==> src/rtl/tick_gen_multi_if.sv <==
// Control/tick bundle for tick_gen_multi: per-channel enables, phase sync,
// divisor write port and the tick outputs.
interface tick_gen_multi_if #(
   parameter int unsigned N_CH    = 4,
   parameter int unsigned MAX_DIV = 1_000_000
);
   localparam int unsigned CNT_W = $clog2(MAX_DIV + 1);
   localparam int unsigned SEL_W = (N_CH > 1) ? $clog2(N_CH) : 1;

   logic [N_CH-1:0]  i_en;
   logic             i_sync;
   logic             i_div_we;
   logic [SEL_W-1:0] i_div_sel;
   logic [CNT_W-1:0] i_div_val;
   logic [N_CH-1:0]  o_tick;
   logic             o_tick_any;

   modport master (
      output i_en, i_sync, i_div_we, i_div_sel, i_div_val,
      input  o_tick, o_tick_any
   );

   modport slave (
      input  i_en, i_sync, i_div_we, i_div_sel, i_div_val,
      output o_tick, o_tick_any
   );
endinterface

==> src/rtl/tick_gen_multi.sv <==
// Multi-channel programmable tick generator with shadowed per-channel divisors.
// Optional macro TICKGEN_STRETCH_EN widens each tick to STRETCH clocks.
module tick_gen_multi #(
   parameter int unsigned N_CH    = 4,
   parameter int unsigned MAX_DIV = 1_000_000,
   parameter int unsigned DEF_DIV = 1_000_000,
   parameter int unsigned STRETCH = 1
) (
   input  logic             clk,
   input  logic             rst_n,
   tick_gen_multi_if.slave  bus
);
   localparam int unsigned CNT_W = $clog2(MAX_DIV + 1);
   localparam int unsigned SEL_W = (N_CH > 1) ? $clog2(N_CH) : 1;

   logic [CNT_W-1:0] wr_val_c;
   logic [N_CH-1:0]  tick_nxt_c;
   logic [N_CH-1:0]  tick_q;
   logic             tick_any_q;

   // Clamp the written divisor into 1..MAX_DIV
   always_comb begin
      wr_val_c = bus.i_div_val;
      if (bus.i_div_val == '0)
         wr_val_c = CNT_W'(1);
      else if (bus.i_div_val > CNT_W'(MAX_DIV))
         wr_val_c = CNT_W'(MAX_DIV);
   end

   for (genvar k = 0; k < N_CH; k++) begin : g_ch
      logic [CNT_W-1:0] cnt_q;
      logic [CNT_W-1:0] div_act_q;
      logic [CNT_W-1:0] div_shd_q;
      logic [CNT_W-1:0] shd_nxt_c;
      logic             wr_hit_c;
      logic             tc_c;
      logic             apply_c;
      logic             tick_c;

      // Out-of-range selects match no channel, so such writes are dropped
      assign wr_hit_c  = bus.i_div_we && (bus.i_div_sel == SEL_W'(k));
      assign shd_nxt_c = wr_hit_c ? wr_val_c : div_shd_q;
      assign tc_c      = (cnt_q == (div_act_q - CNT_W'(1)));
      assign apply_c   = bus.i_sync || !bus.i_en[k] || tc_c;

      always_ff @(posedge clk or negedge rst_n) begin
         if (!rst_n) begin
            cnt_q     <= '0;
            div_act_q <= CNT_W'(DEF_DIV);
            div_shd_q <= CNT_W'(DEF_DIV);
         end else begin
            div_shd_q <= shd_nxt_c;
            // Same-cycle write is forwarded into the active divisor
            if (apply_c)
               div_act_q <= shd_nxt_c;
            if (bus.i_sync)
               cnt_q <= '0;
            else if (!bus.i_en[k])
               cnt_q <= cnt_q;
            else if (tc_c)
               cnt_q <= '0;
            else
               cnt_q <= cnt_q + CNT_W'(1);
         end
      end

`ifdef TICKGEN_STRETCH_EN
      localparam int unsigned STR_W = $clog2(STRETCH + 1);

      logic [STR_W-1:0] str_q;
      logic [STR_W-1:0] str_nxt_c;

      // Terminal count (re)loads the stretch; sync or disable kills it
      always_comb begin
         tick_c    = 1'b0;
         str_nxt_c = '0;
         if (bus.i_sync || !bus.i_en[k]) begin
            tick_c    = 1'b0;
            str_nxt_c = '0;
         end else if (tc_c) begin
            tick_c    = 1'b1;
            str_nxt_c = STR_W'(STRETCH - 1);
         end else if (str_q != '0) begin
            tick_c    = 1'b1;
            str_nxt_c = str_q - STR_W'(1);
         end
      end

      always_ff @(posedge clk or negedge rst_n) begin
         if (!rst_n)
            str_q <= '0;
         else
            str_q <= str_nxt_c;
      end
`else
      logic unused_stretch;

      assign unused_stretch = ^STRETCH;
      assign tick_c         = !bus.i_sync && bus.i_en[k] && tc_c;
`endif

      assign tick_nxt_c[k] = tick_c;
   end

   always_ff @(posedge clk or negedge rst_n) begin
      if (!rst_n) begin
         tick_q     <= '0;
         tick_any_q <= 1'b0;
      end else begin
         tick_q     <= tick_nxt_c;
         tick_any_q <= |tick_nxt_c;
      end
   end

   assign bus.o_tick     = tick_q;
   assign bus.o_tick_any = tick_any_q;
endmodule

==> src/flat_wrapper.sv <==
// flat-port wrapper written by rule: the top's interface ports become plain ports
module tick_gen_multi_flat 
#(
   parameter int unsigned N_CH    = 4,
   parameter int unsigned MAX_DIV = 1_000_000,
   parameter int unsigned DEF_DIV = 1_000_000,
   parameter int unsigned STRETCH = 1
)
  (clk, rst_n, bus_i_en, bus_i_sync, bus_i_div_we, bus_i_div_sel, bus_i_div_val, bus_o_tick, bus_o_tick_any);
  tick_gen_multi_if #(.N_CH(N_CH), .MAX_DIV(MAX_DIV)) bus_i ();
  input  logic clk;
  input  logic rst_n;
  input wire logic [$bits(bus_i.i_en)-1:0] bus_i_en;
  input wire logic [$bits(bus_i.i_sync)-1:0] bus_i_sync;
  input wire logic [$bits(bus_i.i_div_we)-1:0] bus_i_div_we;
  input wire logic [$bits(bus_i.i_div_sel)-1:0] bus_i_div_sel;
  input wire logic [$bits(bus_i.i_div_val)-1:0] bus_i_div_val;
  output wire logic [$bits(bus_i.o_tick)-1:0] bus_o_tick;
  output wire logic [$bits(bus_i.o_tick_any)-1:0] bus_o_tick_any;
  assign bus_i.i_en = bus_i_en;
  assign bus_i.i_sync = bus_i_sync;
  assign bus_i.i_div_we = bus_i_div_we;
  assign bus_i.i_div_sel = bus_i_div_sel;
  assign bus_i.i_div_val = bus_i_div_val;
  assign bus_o_tick = bus_i.o_tick;
  assign bus_o_tick_any = bus_i.o_tick_any;
  tick_gen_multi #(.N_CH(N_CH), .MAX_DIV(MAX_DIV), .DEF_DIV(DEF_DIV), .STRETCH(STRETCH)) u_core (.clk(clk), .rst_n(rst_n), .bus(bus_i));
endmodule
==> config.mk <==
export PLATFORM = sky130hd
export DESIGN_NAME = tick_gen_multi_flat
export DESIGN_NICKNAME = d
export VERILOG_FILES = /design/src/rtl/tick_gen_multi_if.sv /design/src/rtl/tick_gen_multi.sv /design/src/flat_wrapper.sv
export SDC_FILE = /design/constraint.sdc
export NUM_CORES = 1
export LEC_CHECK = 0
export ABC_AREA = 1
export ABC_CLOCK_PERIOD_IN_PS = 4300
export BUFFER_PORTS_ARGS = -buffer_cell sky130_fd_sc_hd__buf_2
export CAP_MARGIN = 0
export CELL_PAD_IN_SITES_DETAIL_PLACEMENT = 1
export CELL_PAD_IN_SITES_GLOBAL_PLACEMENT = 1
export CORE_MARGIN = 10
export CORE_UTILIZATION = 40
export CTS_BUF_LIST = sky130_fd_sc_hd__clkbuf_8
export DETAILED_ROUTE_END_ITERATION = 12
export GPL_TIMING_DRIVEN = 1
export HOLD_SLACK_MARGIN = 0.03
export PLACE_DENSITY_LB_ADDON = 0.1
export SETUP_SLACK_MARGIN = 0.15
export SLEW_MARGIN = 5
export SYNTH_ARGS = -nofsm -noshare
export SYNTH_HDL_FRONTEND = slang
export SYNTH_SLANG_ARGS = --single-unit
==> constraint.sdc <==
create_clock -name clk -period 4.3 [get_ports clk]
set_input_delay 0.215 -clock clk [delete_from_list [all_inputs] [get_ports clk]]
set_output_delay 0.215 -clock clk [all_outputs]
set_load 0.005 [all_outputs]
# Word level (Yosys, flattened, before mapping)
# Index checks and enable logic that the tools add are counted.
[word_totals] in_bits=30 register_bits=245 output_inout_bits=5 latch_bits=0 rom_bits=0 memories=0 mem_bits_rw=0 elab_cells=80
[classes] eq_ne=7 n_mux=18 n_shift=0 div_mod_pow=0 n_lt_le_gt_ge=1 addsub=8 mul=0 n_reduce_logical=32 bitwise_logic=0
[op_table] op="2-to-1 mux 20 bit" n=18
[op_table] op="adder 20 x 1 -> 20 bit (second input constant)" n=4
[op_table] op="== test 20 bit" n=4
[op_table] op="subtractor 20 x 1 -> 20 bit (second input constant)" n=4
[op_table] op="greater-than comparator 20 bit (second input constant)" n=1
[op_table] op="zero test 20 bit" n=1
[op_table] op="logical AND 1 bit" n=12
[op_table] op="logical OR 1 bit" n=8
[op_table] op="nonzero test 2 bit" n=4
[op_table] op="zero test 1 bit" n=5
[op_table] op="== test 2 bit (second input constant)" n=2
[op_table] op="OR reduction 4 bit" n=1
[op_table] op="== test 2 x 1 -> 1 bit (second input constant)" n=1
[op_table] op="zero test 2 bit" n=1

# Logic depth before layout (Yosys ltp)
[depth] depth_word=5 ltp_mapped=18 depth_no_buf=17

# Worst setup path after synthesis
# No wires, ideal clock.
[synth_path] path_type="reg2reg" start="reg u_core.g_ch[3].div_act_q[0]" end="reg u_core.g_ch[3].div_act_q[0]" t_arrival_ns=2.020 path_buffers=1 required_ns=4.172 path_stages_with_launch=15 setup_slack_ns=2.152 synth_period_minus_slack_ns=2.148 setup_ns=0.128 cell_sequence="dfrtp_1 > inv_1 > ha_1 > nand3_1 > nor2_4 > nand2_1 > nand2_1 > inv_1 > nor2_1 > nand3b_1 > nor2_1 > nand3_2 > nand2_2 > buf_2 > o21ai_0"
[synth_via] elab_chain_len=3
[synth_lines] element="from (decl)" line_no="tick_gen_multi.sv:32" rtl="logic [CNT_W-1:0] div_act_q;"
[synth_lines] element="from (signal assigned)" line_no="tick_gen_multi.sv:49" rtl="div_act_q <= CNT_W'(DEF_DIV);"
[synth_lines] element="from (signal assigned)" line_no="tick_gen_multi.sv:55" rtl="div_act_q <= shd_nxt_c;"
[synth_lines] element="subtractor 20 x 1 -> 20 bit" line_no="tick_gen_multi.sv:43" rtl="assign tc_c = (cnt_q == (div_act_q - CNT_W'(1)));"
[synth_lines] element="== test 20 bit" line_no="tick_gen_multi.sv:43"
[synth_lines] element="logical OR 1 bit" line_no="tick_gen_multi.sv:44" rtl="assign apply_c = bus.i_sync || !bus.i_en[k] || tc_c;"
# No other way between the ends.
# A chain may end at the register's enable or synchronous reset.

# Worst setup path after layout
[layout_path] start="reg u_core.g_ch[3].div_act_q[0]" end="reg u_core.g_ch[3].cnt_q[8]"
[layout_via] elab_chain_len=5
[layout_lines] element="subtractor 20 x 1 -> 20 bit" line_no="tick_gen_multi.sv:43"
[layout_lines] element="== test 20 bit" line_no="tick_gen_multi.sv:43"
[layout_lines] element="2-to-1 mux 20 bit" line_no="tick_gen_multi.sv:60" rtl="else if (tc_c)"
[layout_lines] element="2-to-1 mux 20 bit" line_no="tick_gen_multi.sv:58" rtl="else if (!bus.i_en[k])"
[layout_lines] element="2-to-1 mux 20 bit" line_no="tick_gen_multi.sv:56" rtl="if (bus.i_sync)"
[layout_lines] element="to (signal assigned)" line_no="tick_gen_multi.sv:59" rtl="cnt_q <= cnt_q;"
[layout_lines] element="to (signal assigned)" line_no="tick_gen_multi.sv:63" rtl="cnt_q <= cnt_q + CNT_W'(1);"
[layout_lines] element="to (decl)" line_no="tick_gen_multi.sv:31" rtl="logic [CNT_W-1:0] cnt_q;"
# No other way between the ends. The select of a mux whose other input is x is not followed.

==> reports/metrics.csv <==
stage,metric,value,unit
timing,worst hold slack,0.0848,ns
power_and_ir_drop,worst vdd ir,276,uV
global_routing,gr usage total,0.203,
synth,Mapped Cells,2062,
floorplanning,Initial Utilization,0.403,
timing,Final min period,3.16,ns
clock_network,Sink Count,245,
clock_network,CTS Buf Count,45,
timing,fin crit share,0.735,
route,total wire length,44500,um
layout,"Design Area, Final",16200,um^2
clock_network,post-CTS sizing,0,
floorplanning,Die X,212,um
critical_path,"Slowest-stage cell, CP",nand2_2,
layout,number of diodes,0,
run,max cap viols,0,
critical_path,Reg-to-Reg Start,u_core.g_ch[3].div_act_q[0]$_DFFE_PN0P_,
synth,most frequent cell after synthesis,nand2_1,
critical_path,worst path cell trace,inv_1 > ha_1 > nand2_1 > nor2_1 > nand2_1 > nor2_1 > nand2_1 > nand2_1 > nand2_1 > inv_1 > nand2_1 > nor2_1 > nand3_2 > nand2_2 > o21ai_0,
global_routing,largest net degree at the start of global routing,124,
critical_path,Worst EP required,4.73,ns
floorplanning,FP Rows,70,
floorplanning,die area,44800,um^2
clock_network,"CTS clk-pin slew, worst paths",0.06,ns
route,Routed WL per cell,17.1,um
global_routing,initial antenna violation count,1,
hold_path,hold crit path type,in -> reg,
critical_path,CP endpoint kind,register,
synth,leading area contributor after synthesis,dfrtp_1,
timing,unrepaired setup endpoints after global routing,false,
timing,# setup viols final,0,
synth,asr flop ratio synth,1.00,
route,drt drc,0,
global_routing,first-pass GRT wire length,73400,um
clock_network,CTS Hold Buffers Added,4,
place,IO buf count,34,
critical_path,CP Launch Type,register,
critical_path,crit path from,u_core.g_ch[3].div_act_q[0]$_DFFE_PN0P_,
place,routability cong.,0.853,
place,placed cell areas,15300,um^2
timing,clk_skew,0.0159,ns
clock_network,clock root buffer,clkbuf_8,
floorplanning,num ports,35,
power_and_ir_drop,Pwr per Cell Area,418,nW/um^2
synth,Syn Area/Cell,7.12,um^2
critical_path,worst path arrival time,3.58,ns
timing,Final Slew Violations,0,
floorplanning,core area,36400,um^2
global_routing,GR Overflow Total,0,
synth,Yosys reg bits,245,
route,DRT antenna net count,0,
clock_network,CTS max path bufs,3,
route,DRT Pass-1 Iters,4,
synth,post-synthesis sequential area ratio,0.422,
power_and_ir_drop,Pleak,7.90,nW
hold_path,hold path start,bus_i_div_val[9],
synth,top cell type's share of synthesized area,0.322,
timing,setup TNS,0,ns
clock_network,CTS H-tree lvls,2,
critical_path,"most used cell, CP",nand2_1,
route,Via Count,13200,
timing,measured slew at the worst slew-check pin,1.02,ns
critical_path,Crit Path Category,reg -> reg,
timing,final hold violation count,0,
clock_network,Worst-Skew Late Latency,0.60,ns
synth,top cells by area in the synthesized netlist,"dfrtp_1 32%, nand2_1 18%, dfstp_2 10%",
route,vias per cell,5.07,
synth,number of synthesized flops with an enable pin,0,
route,Detailed Route Iter0 Violations,596,
synth,"Warnings, synthesis",0,
place,Placed Cells incl. Taps,2516,
synth,Syn Nets,2100,
synth,Unique masters post-synth,42,
status,outcome,completed,
layout,post-layout util,0.444,
timing,fmax,317,MHz
synth,Mapped Area,14700,um^2
critical_path,Crit path max-delay family,simple AND/OR/NAND/NOR gates,
global_routing,vias in the first global route,14000,
synth,most frequent cells after synthesis,"714 x nand2_1, 209 x nor2_1, 192 x inv_1",
place,HPWL after detailed placement,33000,um
critical_path,Worst path max stage delay,0.75,ns
layout,fraction of layout cells with a size suffix above 1,0.0999,
floorplanning,die boundary height,212,um
layout,final std cells w/o fill,2601,
layout,# nets final,2137,
critical_path,crit path buf inv count,2,
clock_network,CTS tree,yes,
timing,slew margin rel.,0.317,
synth,ys flop type,dfrtp_1,
critical_path,CP Max Fanout,53,
clock_network,Setup Buffers After CTS,0,
layout,area grow syn2layout,10.1,%
## through the flow
stage / worst slack (ns) / power, mW
floorplan: 2.15 / 4.06
global placement: 1.21 / 4.52
detailed placement: 1.12 / 4.58
CTS: 1.08 / 6.87
global route: 0.705 / 7.27
finish: 1.14 / 6.76
## kinds of logic (layout without fill, tap and decap cells)
| group | Yosys count | in the layout | share of synthesized area |
|---|---|---|---|
| flip-flops | 245 | 245 | 0.422 |
| buffers and inverters | 260 | 331 | 0.0719 |
| AND/OR/NAND/NOR | 1219 | 1219 | 0.352 |
| XOR/XNOR | 126 | 126 | 0.0751 |
| adder cells (fa/ha/maj) | 8 | 8 | 0.00681 |
| AO/OA/AOI/OAI | 204 | 204 | 0.0719 |
## final cells by class
type / instances / area (um^2)
clock inverter: 29 / 154
tap: 468 / 586
clock buffer: 52 / 716
multi-input combinational: 1557 / 7440
sequential: 245 / 6200
inverter: 199 / 747
timing repair buffer: 51 / 330
fill: 4725 / 20300
## path summary, 6_finish.rpt
| check | to | slack (ns) | cells past startpoint |
|---|---|---|---|
| setup / recovery | u_core.g_ch[3].cnt_q[8]$_DFFE_PN0P_ | 1.14 | 15 |
| hold / removal | u_core.g_ch[0].div_shd_q[9]$_DFF_PN1_ | 0.08 | 3 |
| setup reg to reg | u_core.g_ch[3].cnt_q[8]$_DFFE_PN0P_ | 1.14 | 15 |
| hold reg to reg | u_core.g_ch[3].div_shd_q[14]$_DFF_PN1_ | 0.48 | 2 |
| max in group asynchronous | u_core.g_ch[3].cnt_q[8]$_DFFE_PN0P_ | 2.98 | 3 |
| min in group asynchronous | u_core.g_ch[0].cnt_q[15]$_DFFE_PN0P_ | 0.19 | 2 |
## worst min-delay path, delay by kind of cell
kind	cells	cell delay (ns)
buffers and inverters	2	0.29
AO/OA/AOI/OAI	1	0.17
## layer usage
layer,vias to the layer above,GRT usage,share of wire,wire length (um)
met5,-,0,0,0
met4,0,0.0759,0.035,1580
met3,75,0.0444,0.045,2010
met2,168,0.324,0.45,20000
met1,6339,0.265,0.47,20900
li1,6614,-,-,-
## power by group
group | internal (mW) | switching [mW] | total, mW | leakage, nW
logic | 0.534 | 1.09 | 1.63 | 4.32
registers | 2.65 | 0.256 | 2.91 | 3.07
clock network | 1.16 | 1.06 | 2.22 | 0.516
## state kept, by name, summed over array words and instances (netlist names)
name / flops
u_core.bus.o_tick: 4
u_core.g_ch.div_act_q: 80
u_core.bus.o_tick_any: 1
u_core.g_ch.cnt_q: 80
u_core.g_ch.div_shd_q: 80
## placed cells by master, fill, tap and decap left out, types with 3 or more instances in the layout
cell / n
xnor2_1: 41
or2_2: 3
nor2_4: 7
and3_1: 3
o21ai_0: 153
nor3_1: 25
o21bai_1: 7
nor3_2: 4
buf_2: 33
nand4_1: 38
clkinv_2: 15
inv_1: 205
dfrtp_1: 189
dlygate4sd3_1: 4
nor2_2: 14
nand2_2: 7
clkbuf_8: 52
nor4_1: 6
a31oi_1: 8
xor2_1: 85
ha_1: 8
and2_1: 4
nand2_1: 714
nand3_1: 162
inv_2: 4
nor2_1: 208
nand3b_1: 17
dfstp_2: 56
clkinv_1: 3
o21ai_1: 22
buf_4: 12
a21oi_1: 10
No activity file was read; power rests on OpenSTA's default activity.
